<file path="src/rtl/audio_pkg.sv">
// audio_pkg: shared sample widths, saturation limits and envelope FSM states
package audio_pkg;
   localparam int AUDIO_W = 16;
   localparam logic signed [AUDIO_W-1:0] SAT_MAX = 16'sh7FFF;
   localparam logic signed [AUDIO_W-1:0] SAT_MIN = 16'sh8000;
   localparam int ENV_W = 9;
   localparam logic [ENV_W-1:0] ENV_FULL = 9'd256;
   typedef enum logic [1:0] {IDLE, ATTACK, DECAY} state_t;
endpackage

</file>
<file path="src/rtl/sfx_envelope.sv">
// sfx_envelope: attack/decay envelope FSM plus square-wave phase for the hit burst
module sfx_envelope
   import audio_pkg::*;
#(
   parameter int TONE_HALF   = 24,
   parameter int ATTACK_STEP = 16,
   parameter int DECAY_STEP  = 1,
   parameter int DECAY_TICKS = 16
) (
   input  logic             clk,
   input  logic             rst,
   input  logic             tick,
   input  logic             fire,
   input  logic             en_sfx,
   output logic [ENV_W-1:0] env,
   output logic             phase,
   output logic             busy
);
   localparam int TW = $clog2(TONE_HALF + 1);
   localparam int DW = $clog2(DECAY_TICKS + 1);
   state_t state, state_n;
   logic [ENV_W-1:0] env_n, env_dn;
   logic [ENV_W:0] env_up;
   logic [TW-1:0] tcnt, tcnt_n;
   logic [DW-1:0] dcnt, dcnt_n;
   logic phase_n, tone_wrap, decay_due;
   assign tone_wrap = tcnt == TW'(TONE_HALF - 1);
   assign decay_due = dcnt == DW'(DECAY_TICKS - 1);
   assign env_up    = {1'b0, env} + (ENV_W+1)'(ATTACK_STEP);
   assign env_dn    = env > ENV_W'(DECAY_STEP) ? env - ENV_W'(DECAY_STEP) : '0;
   always_ff @(posedge clk or negedge rst)
      if (!rst) begin
         state <= IDLE;
         env   <= '0;
         tcnt  <= '0;
         dcnt  <= '0;
         phase <= 1'b0;
         busy  <= 1'b0;
      end else begin
         state <= state_n;
         env   <= env_n;
         tcnt  <= tcnt_n;
         dcnt  <= dcnt_n;
         phase <= phase_n;
         busy  <= state_n != IDLE;
      end
   // the tone keeps running through a retrigger so the waveform stays continuous
   always_comb begin
      state_n = state;
      env_n   = env;
      tcnt_n  = tcnt;
      dcnt_n  = dcnt;
      phase_n = phase;
      if (tick && state != IDLE) begin
         tcnt_n  = tone_wrap ? '0 : tcnt + 1'b1;
         phase_n = phase ^ tone_wrap;
      end
      if (!en_sfx) begin
         state_n = IDLE;
         env_n   = '0;
         tcnt_n  = '0;
         dcnt_n  = '0;
         phase_n = 1'b0;
      end else if (fire) begin
         state_n = ATTACK;
         dcnt_n  = '0;
      end else if (tick && state == ATTACK) begin
         env_n   = env_up >= {1'b0, ENV_FULL} ? ENV_FULL : env_up[ENV_W-1:0];
         state_n = env_n == ENV_FULL ? DECAY : ATTACK;
      end else if (tick && state == DECAY) begin
         dcnt_n = decay_due ? '0 : dcnt + 1'b1;
         env_n  = decay_due ? env_dn : env;
         if (decay_due && env_dn == '0) begin
            state_n = IDLE;
            tcnt_n  = '0;
            phase_n = 1'b0;
         end
      end
   end
endmodule

</file>
<file path="src/rtl/hit_sfx_mixer.sv">
// hit_sfx_mixer: mixes a hit-triggered enveloped square-wave burst into the music
// stream at the sample rate, saturating to 16 bits
module hit_sfx_mixer
   import audio_pkg::*;
#(
   parameter int SAMPLE_DIV  = 2048,
   parameter int TONE_HALF   = 24,
   parameter int SFX_PEAK    = 8192,
   parameter int ATTACK_STEP = 16,
   parameter int DECAY_STEP  = 1,
   parameter int DECAY_TICKS = 16
) (
   input  logic                      clk,
   input  logic                      rst,
   input  logic                      hit,
   input  logic                      en_sfx,
   input  logic signed [AUDIO_W-1:0] music_in,
   output logic signed [AUDIO_W-1:0] mix_out,
   output logic                      sample_tick,
   output logic                      sfx_busy
);
   localparam int CW = $clog2(SAMPLE_DIV);
   logic [CW-1:0] cnt;
   logic tick, hit_d, fire, phase;
   logic [ENV_W-1:0] env;
   logic signed [25:0] amp, prod;
   logic signed [AUDIO_W:0] sfx, sum;
   logic signed [AUDIO_W-1:0] sat;
   assign tick = cnt == CW'(SAMPLE_DIV - 1);
   assign fire = hit & ~hit_d & en_sfx;
   // env is 0..256 so the >>>8 scales the peak by env/256
   assign amp  = phase ? -26'(SFX_PEAK) : 26'(SFX_PEAK);
   assign prod = amp * $signed({{(26-ENV_W){1'b0}}, env});
   assign sfx  = (AUDIO_W+1)'(prod >>> 8);
   assign sum  = (AUDIO_W+1)'(music_in) + sfx;
   assign sat  = sum[AUDIO_W] != sum[AUDIO_W-1] ? (sum[AUDIO_W] ? SAT_MIN : SAT_MAX) : sum[AUDIO_W-1:0];
   sfx_envelope #(
      .TONE_HALF  (TONE_HALF),
      .ATTACK_STEP(ATTACK_STEP),
      .DECAY_STEP (DECAY_STEP),
      .DECAY_TICKS(DECAY_TICKS)
   ) u_env (
      .clk   (clk),
      .rst   (rst),
      .tick  (tick),
      .fire  (fire),
      .en_sfx(en_sfx),
      .env   (env),
      .phase (phase),
      .busy  (sfx_busy)
   );
   always_ff @(posedge clk or negedge rst)
      if (!rst) begin
         cnt         <= '0;
         hit_d       <= 1'b0;
         sample_tick <= 1'b0;
         mix_out     <= '0;
      end else begin
         cnt         <= tick ? '0 : cnt + 1'b1;
         hit_d       <= hit;
         sample_tick <= tick;
         if (tick) mix_out <= sat;
      end
endmodule

</file>
<file path="config.mk">
export PLATFORM = sky130hd
export DESIGN_NAME = hit_sfx_mixer
export DESIGN_NICKNAME = d
export VERILOG_FILES = /design/src/rtl/audio_pkg.sv /design/src/rtl/sfx_envelope.sv /design/src/rtl/hit_sfx_mixer.sv
export SDC_FILE = /design/constraint.sdc
export NUM_CORES = 1
export LEC_CHECK = 0
export ABC_AREA = 1
export CORE_MARGIN = 2
export CORE_UTILIZATION = 35
export CTS_BUF_LIST = sky130_fd_sc_hd__clkbuf_4 sky130_fd_sc_hd__clkbuf_8
export CTS_CLUSTER_DIAMETER = 200
export DETAILED_ROUTE_END_ITERATION = 8
export HOLD_SLACK_MARGIN = 0.12
export SETUP_SLACK_MARGIN = 0.1
export SLEW_MARGIN = 20
export SYNTH_ARGS = -nofsm -noshare
export SYNTH_HDL_FRONTEND = slang
export SYNTH_SLANG_ARGS = --single-unit
</file>
<file path="constraint.sdc">
create_clock -name clk -period 6.8 [get_ports clk]
set_input_delay 2.04 -clock clk [delete_from_list [all_inputs] [get_ports clk]]
set_output_delay 2.04 -clock clk [all_outputs]
set_load 0.005 [all_outputs]
</file>
==> metrics, run 1 <==
status=finished, final reports clean; number of synthesized flops with an enable pin=0; Worst Tran Pin Value=0.656 ns; nets=777; Diodes inserted=0; Clock Sinks=52; Hold Buf Count CTS=0; Max Root-Sink Buffers=2; post-route design area=5590 um^2; HPWL after DPL=8620 um; fillers=1,397; root buffer cell=clkbuf_8; FF+latch count, synth=52; chip width=122 um; CTS tree=done; fin crit share=0.915; CP Launch Type=register; final std cells w/o fill=866; Worst path max stage delay=0.60 ns; CP Max Fanout=9; # setup viols final=0; Slowest-stage cell, CP=fa_1; IO buf count=37; Pre-Repair DR Iteration Count=4; max cap viols=0; crit path DAT=6.42 ns; post-synthesis cell area=4910 um^2; Pwr Total=1140 uW; GRT Total Usage=0.148; type of the worst setup path=register to register; Critical Path RT=7.00 ns; Internal Power=628 uW; Starting Density=0.356; WL met2=5200 um; sw power=512 uW; wire per inst=12.1 um; DRT Wirelength=10,500 um; Placed Cells=857; Seq pwr share=0.330; Vias=4,126; routed vias/inst=4.76; LEAKAGE=0.00306 uW; Clk pwr share=0.157; Switching Share=0.449; fmax=161 MHz; Area growth, synth to finish=13.9%; PD cells=204 nW/um^2; DR DRC count=0; syn_nets=736; most frequent CP cell=inv_1; largest net degree at the start of global routing=53; Worst VDD drop=75.8 uV; Highest Signal Layer=met4; H-tree depth=2; layout cells sized above 1=0.0758; Core ar.=13,800 um^2; final RePlAce weighted congestion=0.858; Iter 0 DRT Violations=291; Clock transition at path regs=0.09 ns; DRT antenna net count=0; Rel. slew slack=0.563; Mean Syn Cell Area=7.62 um^2; clock skew=0.0125 ns; ys async rst share=1.00; post-synthesis sequential area ratio=0.265; row count=43; Combinational Power Share=0.514; first-pass GRT wire length=18,300 um; met3 wire length=369 um; antenna violations before repair=0; worst hold margin=0.498 ns; CTS buffer count=5; vias in the first global route=4,149; worst-skew pair later-pin latency=0.31 ns; setup_tns=0 ns; Syn Inst Count=644; RSZ-0062 raised after global routing=false; endpoints failing hold=0; max-slew violations=0; Critical Path End Type=register; Cell variety after synth=41; Ports=38; met1 WL=4780 um; placed inst area=5480 um^2; total global routing overflow=0; HP Class=register to register; Main synth FF type=dfrtp_1; Die Y=122 um; die area=15,000 um^2; post-layout min period=6.22 ns; YS warnings=0
logic make-up after synthesis:
kind of cell | after synthesis | synth area share
AOI/OAI and AO/OA | 85 | 0.0964
xor gates and xnor gates | 33 | 0.0589
adders and majority gates | 72 | 0.219
buffers and inverters | 138 | 0.108
DFF | 52 | 0.265
and+or+nand+nor | 264 | 0.253
final cells by class:
cell class / instances / area (um^2) / share of cell area
tap: 180 / 225 / 0.0403
multi-input combinational: 454 / 3090 / 0.553
sequential: 52 / 1310 / 0.233
timing repair buffer: 39 / 380 / 0.0680
clock inverter: 3 / 21.3 / 0.00380
inverter: 133 / 499 / 0.0893
clock buffer: 5 / 68.8 / 0.0123
cell usage after synthesis, types with 10 or more instances:
cell	instances	share of area
dfrtp_1	52	0.27
or2_2	10	0.013
nor2_1	47	0.036
xor2_1	24	0.043
fa_1	23	0.094
a21oi_1	31	0.032
o21ai_0	25	0.025
o21ai_1	10	0.010
ha_1	49	0.12
nand2_1	135	0.10
nand3_1	44	0.045
inv_1	130	0.099
sequential cells by signal, indices dropped and copies added, names as in the netlist:
name / count
u_env.env: 9
u_env.busy: 1
u_env.state: 2
cnt: 11
hit_d: 1
sample_tick: 1
u_env.dcnt: 5
u_env.phase: 1
mix_out: 16
u_env.tcnt: 5
per-layer routing:
layer / vias up / global-route usage
li1: 2109 / -
met1: 1925 / 0.186
met2: 82 / 0.266
met3: 10 / 0.0181
met4: 0 / 0.0395
met5: - / 0
worst paths after layout:
check | from | depth (start not counted) | to | slack (ns)
setup reg to reg | u_env.env[2]$_DFFE_PN0P_ | 28 | mix_out[6]$_DFFE_PN0P_ | 0.58
min in group asynchronous | rst | 2 | mix_out[11]$_DFFE_PN0P_ | 1.84
max in group asynchronous | rst | 2 | u_env.phase$_DFF_PN0_ | 4.48
setup / recovery | u_env.env[2]$_DFFE_PN0P_ | 28 | mix_out[6]$_DFFE_PN0P_ | 0.58
hold reg to reg | mix_out[6]$_DFFE_PN0P_ | 2 | mix_out[6]$_DFFE_PN0P_ | 0.50
hold / removal | mix_out[6]$_DFFE_PN0P_ | 2 | mix_out[6]$_DFFE_PN0P_ | 0.50
what timing repair did:
action | 4_1_cts | 5_1_grt
endpoints found under the setup margin | 0 | 15
setup buffers | 0 | 1
resized for setup | 0 | 7
cells in the final DEF (no fill, tap or decap), types with 3 or more instances in the layout:
| cell | count |
|---|---|
| inv_1 | 130 |
| o21ai_1 | 11 |
| inv_2 | 3 |
| dfrtp_2 | 3 |
| o21ai_0 | 24 |
| xor2_1 | 24 |
| nand3_1 | 44 |
| a21o_1 | 3 |
| a21oi_1 | 31 |
| nand2_2 | 4 |
| fa_1 | 23 |
| ha_1 | 49 |
| clkbuf_8 | 5 |
| xnor2_1 | 8 |
| nand4_1 | 5 |
| dfrtp_1 | 49 |
| or2_2 | 10 |
| nor2_1 | 47 |
| a31oi_1 | 3 |
| clkdlybuf4s50_1 | 36 |
| nor3_1 | 4 |
| nand2_1 | 134 |
| o31ai_1 | 3 |
stage by stage:
step / worst slack (ns) / utilization
after detailed placement: 0.331 / 0.398
after floorplan: 0.785 / -
after global routing: 0.111 / 0.406
after global placement: 0.546 / 0.398
after CTS: 0.276 / 0.404
final: 0.577 / 0.406
power by group through the flow:
stage	Clock (uW)	Combinational, uW	Sequential (uW)
after floorplan	0	450	366
after global placement	0	571	380
after detailed placement	0	579	381
after CTS	190	584	375
after global routing	201	685	382
final	178	586	376
critical path: cells and delay by family (launching register included):
kind                     cells  cell delay [ns]
XOR/XNOR                     2             0.31
adder cells (fa/ha/maj)      7             3.38
flip-flops                   1             0.44
AO/OA/AOI/OAI                3             0.34
buffers and inverters        9             0.69
AND/OR/NAND/NOR              7             0.96
(Power assumes the default switching activity.)
==> inputs of run 2 (changes only) <==
--- a/config.mk
+++ b/config.mk
@@ -8,12 +8,11 @@
 export ABC_AREA = 1
 export CORE_MARGIN = 2
 export CORE_UTILIZATION = 35
-export CTS_BUF_LIST = sky130_fd_sc_hd__clkbuf_4 sky130_fd_sc_hd__clkbuf_8
 export CTS_CLUSTER_DIAMETER = 200
 export DETAILED_ROUTE_END_ITERATION = 8
 export HOLD_SLACK_MARGIN = 0.12
 export SETUP_SLACK_MARGIN = 0.1
-export SLEW_MARGIN = 20
+export SLEW_MARGIN = 0
 export SYNTH_ARGS = -nofsm -noshare
 export SYNTH_HDL_FRONTEND = slang
 export SYNTH_SLANG_ARGS = --single-unit
==> constraint.sdc (replaced) <==
create_clock -name clk -period 6.8 [get_ports clk]
set_input_delay 0.68 -clock clk [delete_from_list [all_inputs] [get_ports clk]]
set_output_delay 0.68 -clock clk [all_outputs]
set_load 0.005 [all_outputs]
==> metrics, run 2 (synthesis gave the netlist of run 1 again) <==
number of flip-flops in the largest register=16; CTS buffer count=5; antenna violations before repair=0; final std cells w/o fill=866; Core ar.=13,800 um^2; Worst path max stage delay=0.60 ns; Diodes inserted=0; largest registers=mix_out (16), cnt (11), u_env.env (9); die area=15,000 um^2; crit path DAT=6.40 ns; total global routing overflow=0; fillers=1,397; DRT Wirelength=10,500 um; worst-skew pair later-pin latency=0.29 ns; Clock Sinks=52; most flop-heavy register=mix_out; CTS tree=done; status=finished, final reports clean; post-route design area=5650 um^2; endpoints failing hold=0; Placed Cells=857; LEAKAGE=0.00309 uW; fmax=161 MHz; DR DRC count=0; CP Launch Type=register; Pre-Repair DR Iteration Count=4; Rel. slew slack=0.562; RSZ-0062 raised after global routing=false; GRT Total Usage=0.148; # setup viols final=0; Max Root-Sink Buffers=2; HPWL after DPL=8620 um; max cap viols=0; CP Max Fanout=9; Vias=4,102; HP Class=register to register; nets=777; final RePlAce weighted congestion=0.858; Ports=38; Iter 0 DRT Violations=278; clock skew=0.00966 ns; Area growth, synth to finish=15.1%; PD cells=215 nW/um^2; setup_tns=0 ns; placed inst area=5480 um^2; fin crit share=0.914; chip width=122 um; type of the worst setup path=register to register; leading cell type in the layout, fill and taps excluded=nand2_1; max-slew violations=0; Reg area=1300 um^2; area of the multi-input gates=3090 um^2; utilization after layout=0.410; Critical Path RT=6.98 ns; row count=43; layout cells sized above 1=0.0758; Worst VDD drop=87.1 uV; post-layout min period=6.22 ns; Critical Path End Type=register; vias in the first global route=4,158; root buffer cell=clkbuf_16; Slowest-stage cell, CP=fa_1; IO buf count=37; Starting Density=0.356; H-tree depth=2; DRT antenna net count=0; highest-count cells in the layout ignoring fill and taps=133 x nand2_1, 130 x inv_1, 50 x dfrtp_1; most frequent CP cell=inv_1; first-pass GRT wire length=18,300 um; Worst Tran Pin Value=0.656 ns; worst hold margin=0.492 ns; routed vias/inst=4.74; Die Y=122 um; largest net degree at the start of global routing=53; Clock transition at path regs=0.06 ns; wire per inst=12.2 um
-- run 2: repair_timing --
action,CTS,global route
resized for setup,0,7
endpoints found under the hold margin,0,0
buffers inserted,0,1
endpoints found under the setup margin,0,15
hold buffers,0,0
-- run 2: worst paths after layout --
kind                       slack [ns]  cells after the start                startpoint                      end
max                              0.58                     28  u_env.env[3]$_DFFE_PN0P_   mix_out[6]$_DFFE_PN0P_
min                              0.49                      2    mix_out[6]$_DFFE_PN0P_   mix_out[6]$_DFFE_PN0P_
max reg2reg                      0.58                     28  u_env.env[3]$_DFFE_PN0P_   mix_out[6]$_DFFE_PN0P_
min reg2reg                      0.49                      2    mix_out[6]$_DFFE_PN0P_   mix_out[6]$_DFFE_PN0P_
max in group asynchronous        5.82                      2                       rst    u_env.phase$_DFF_PN0_
min in group asynchronous        0.50                      2                       rst  mix_out[13]$_DFFE_PN0P_
-- run 2: final cells by class --
class | count | area share
multi-input cells | 454 | 0.548
flip-flops and latches | 52 | 0.231
inverters | 133 | 0.0884
repair buffers | 39 | 0.0673
well taps | 180 | 0.0399
clock buffers | 5 | 0.0221
clock inverters | 3 | 0.00377
-- run 2: power by group --
group,leakage (uW),internal [uW],switching [uW]
registers,0.000645,331,45.2
logic,0.00237,223,363
clock network,0.0000702,137,114
-- run 2: critical path, delay by kind of cell, from the launching register on --
family | cells | cell delay (ns)
adder cells (fa/ha/maj) | 7 | 3.40
XOR/XNOR | 2 | 0.31
flip-flops | 1 | 0.45
AO/OA/AOI/OAI | 3 | 0.32
AND/OR/NAND/NOR | 7 | 0.93
buffers and inverters | 9 | 0.69
-- run 2: metrics by stage --
step                total power, uW  setup slack [ns]
floorplan                       816             0.785
global placement                951             0.546
detailed placement              960             0.331
CTS                            1220             0.283
global route                   1340             0.111
finish                         1210             0.583
-- run 2: per-layer routing --
layer  vias up  track usage  share of wire
met5         -            0              0
met4         0       0.0374          0.014
met3        12       0.0167          0.037
met2        79        0.267           0.50
met1      1906        0.187           0.45
li1       2105            -              -
==> inputs of run 3 (changes only) <==
--- a/config.mk
+++ b/config.mk
@@ -12,6 +12,7 @@
 export DETAILED_ROUTE_END_ITERATION = 8
 export HOLD_SLACK_MARGIN = 0.12
 export SETUP_SLACK_MARGIN = 0.1
+export SKIP_LAST_GASP = 1
 export SLEW_MARGIN = 0
 export SYNTH_ARGS = -nofsm -noshare
 export SYNTH_HDL_FRONTEND = slang
==> constraint.sdc (replaced) <==
create_clock -name clk -period 6.8 [get_ports clk]
set_input_delay 1.36 -clock clk [delete_from_list [all_inputs] [get_ports clk]]
set_output_delay 1.36 -clock clk [all_outputs]
set_load 0.005 [all_outputs]
==> results of run 3 <==
The final DEF is identical to that of run 2. Status: finished, final reports clean.
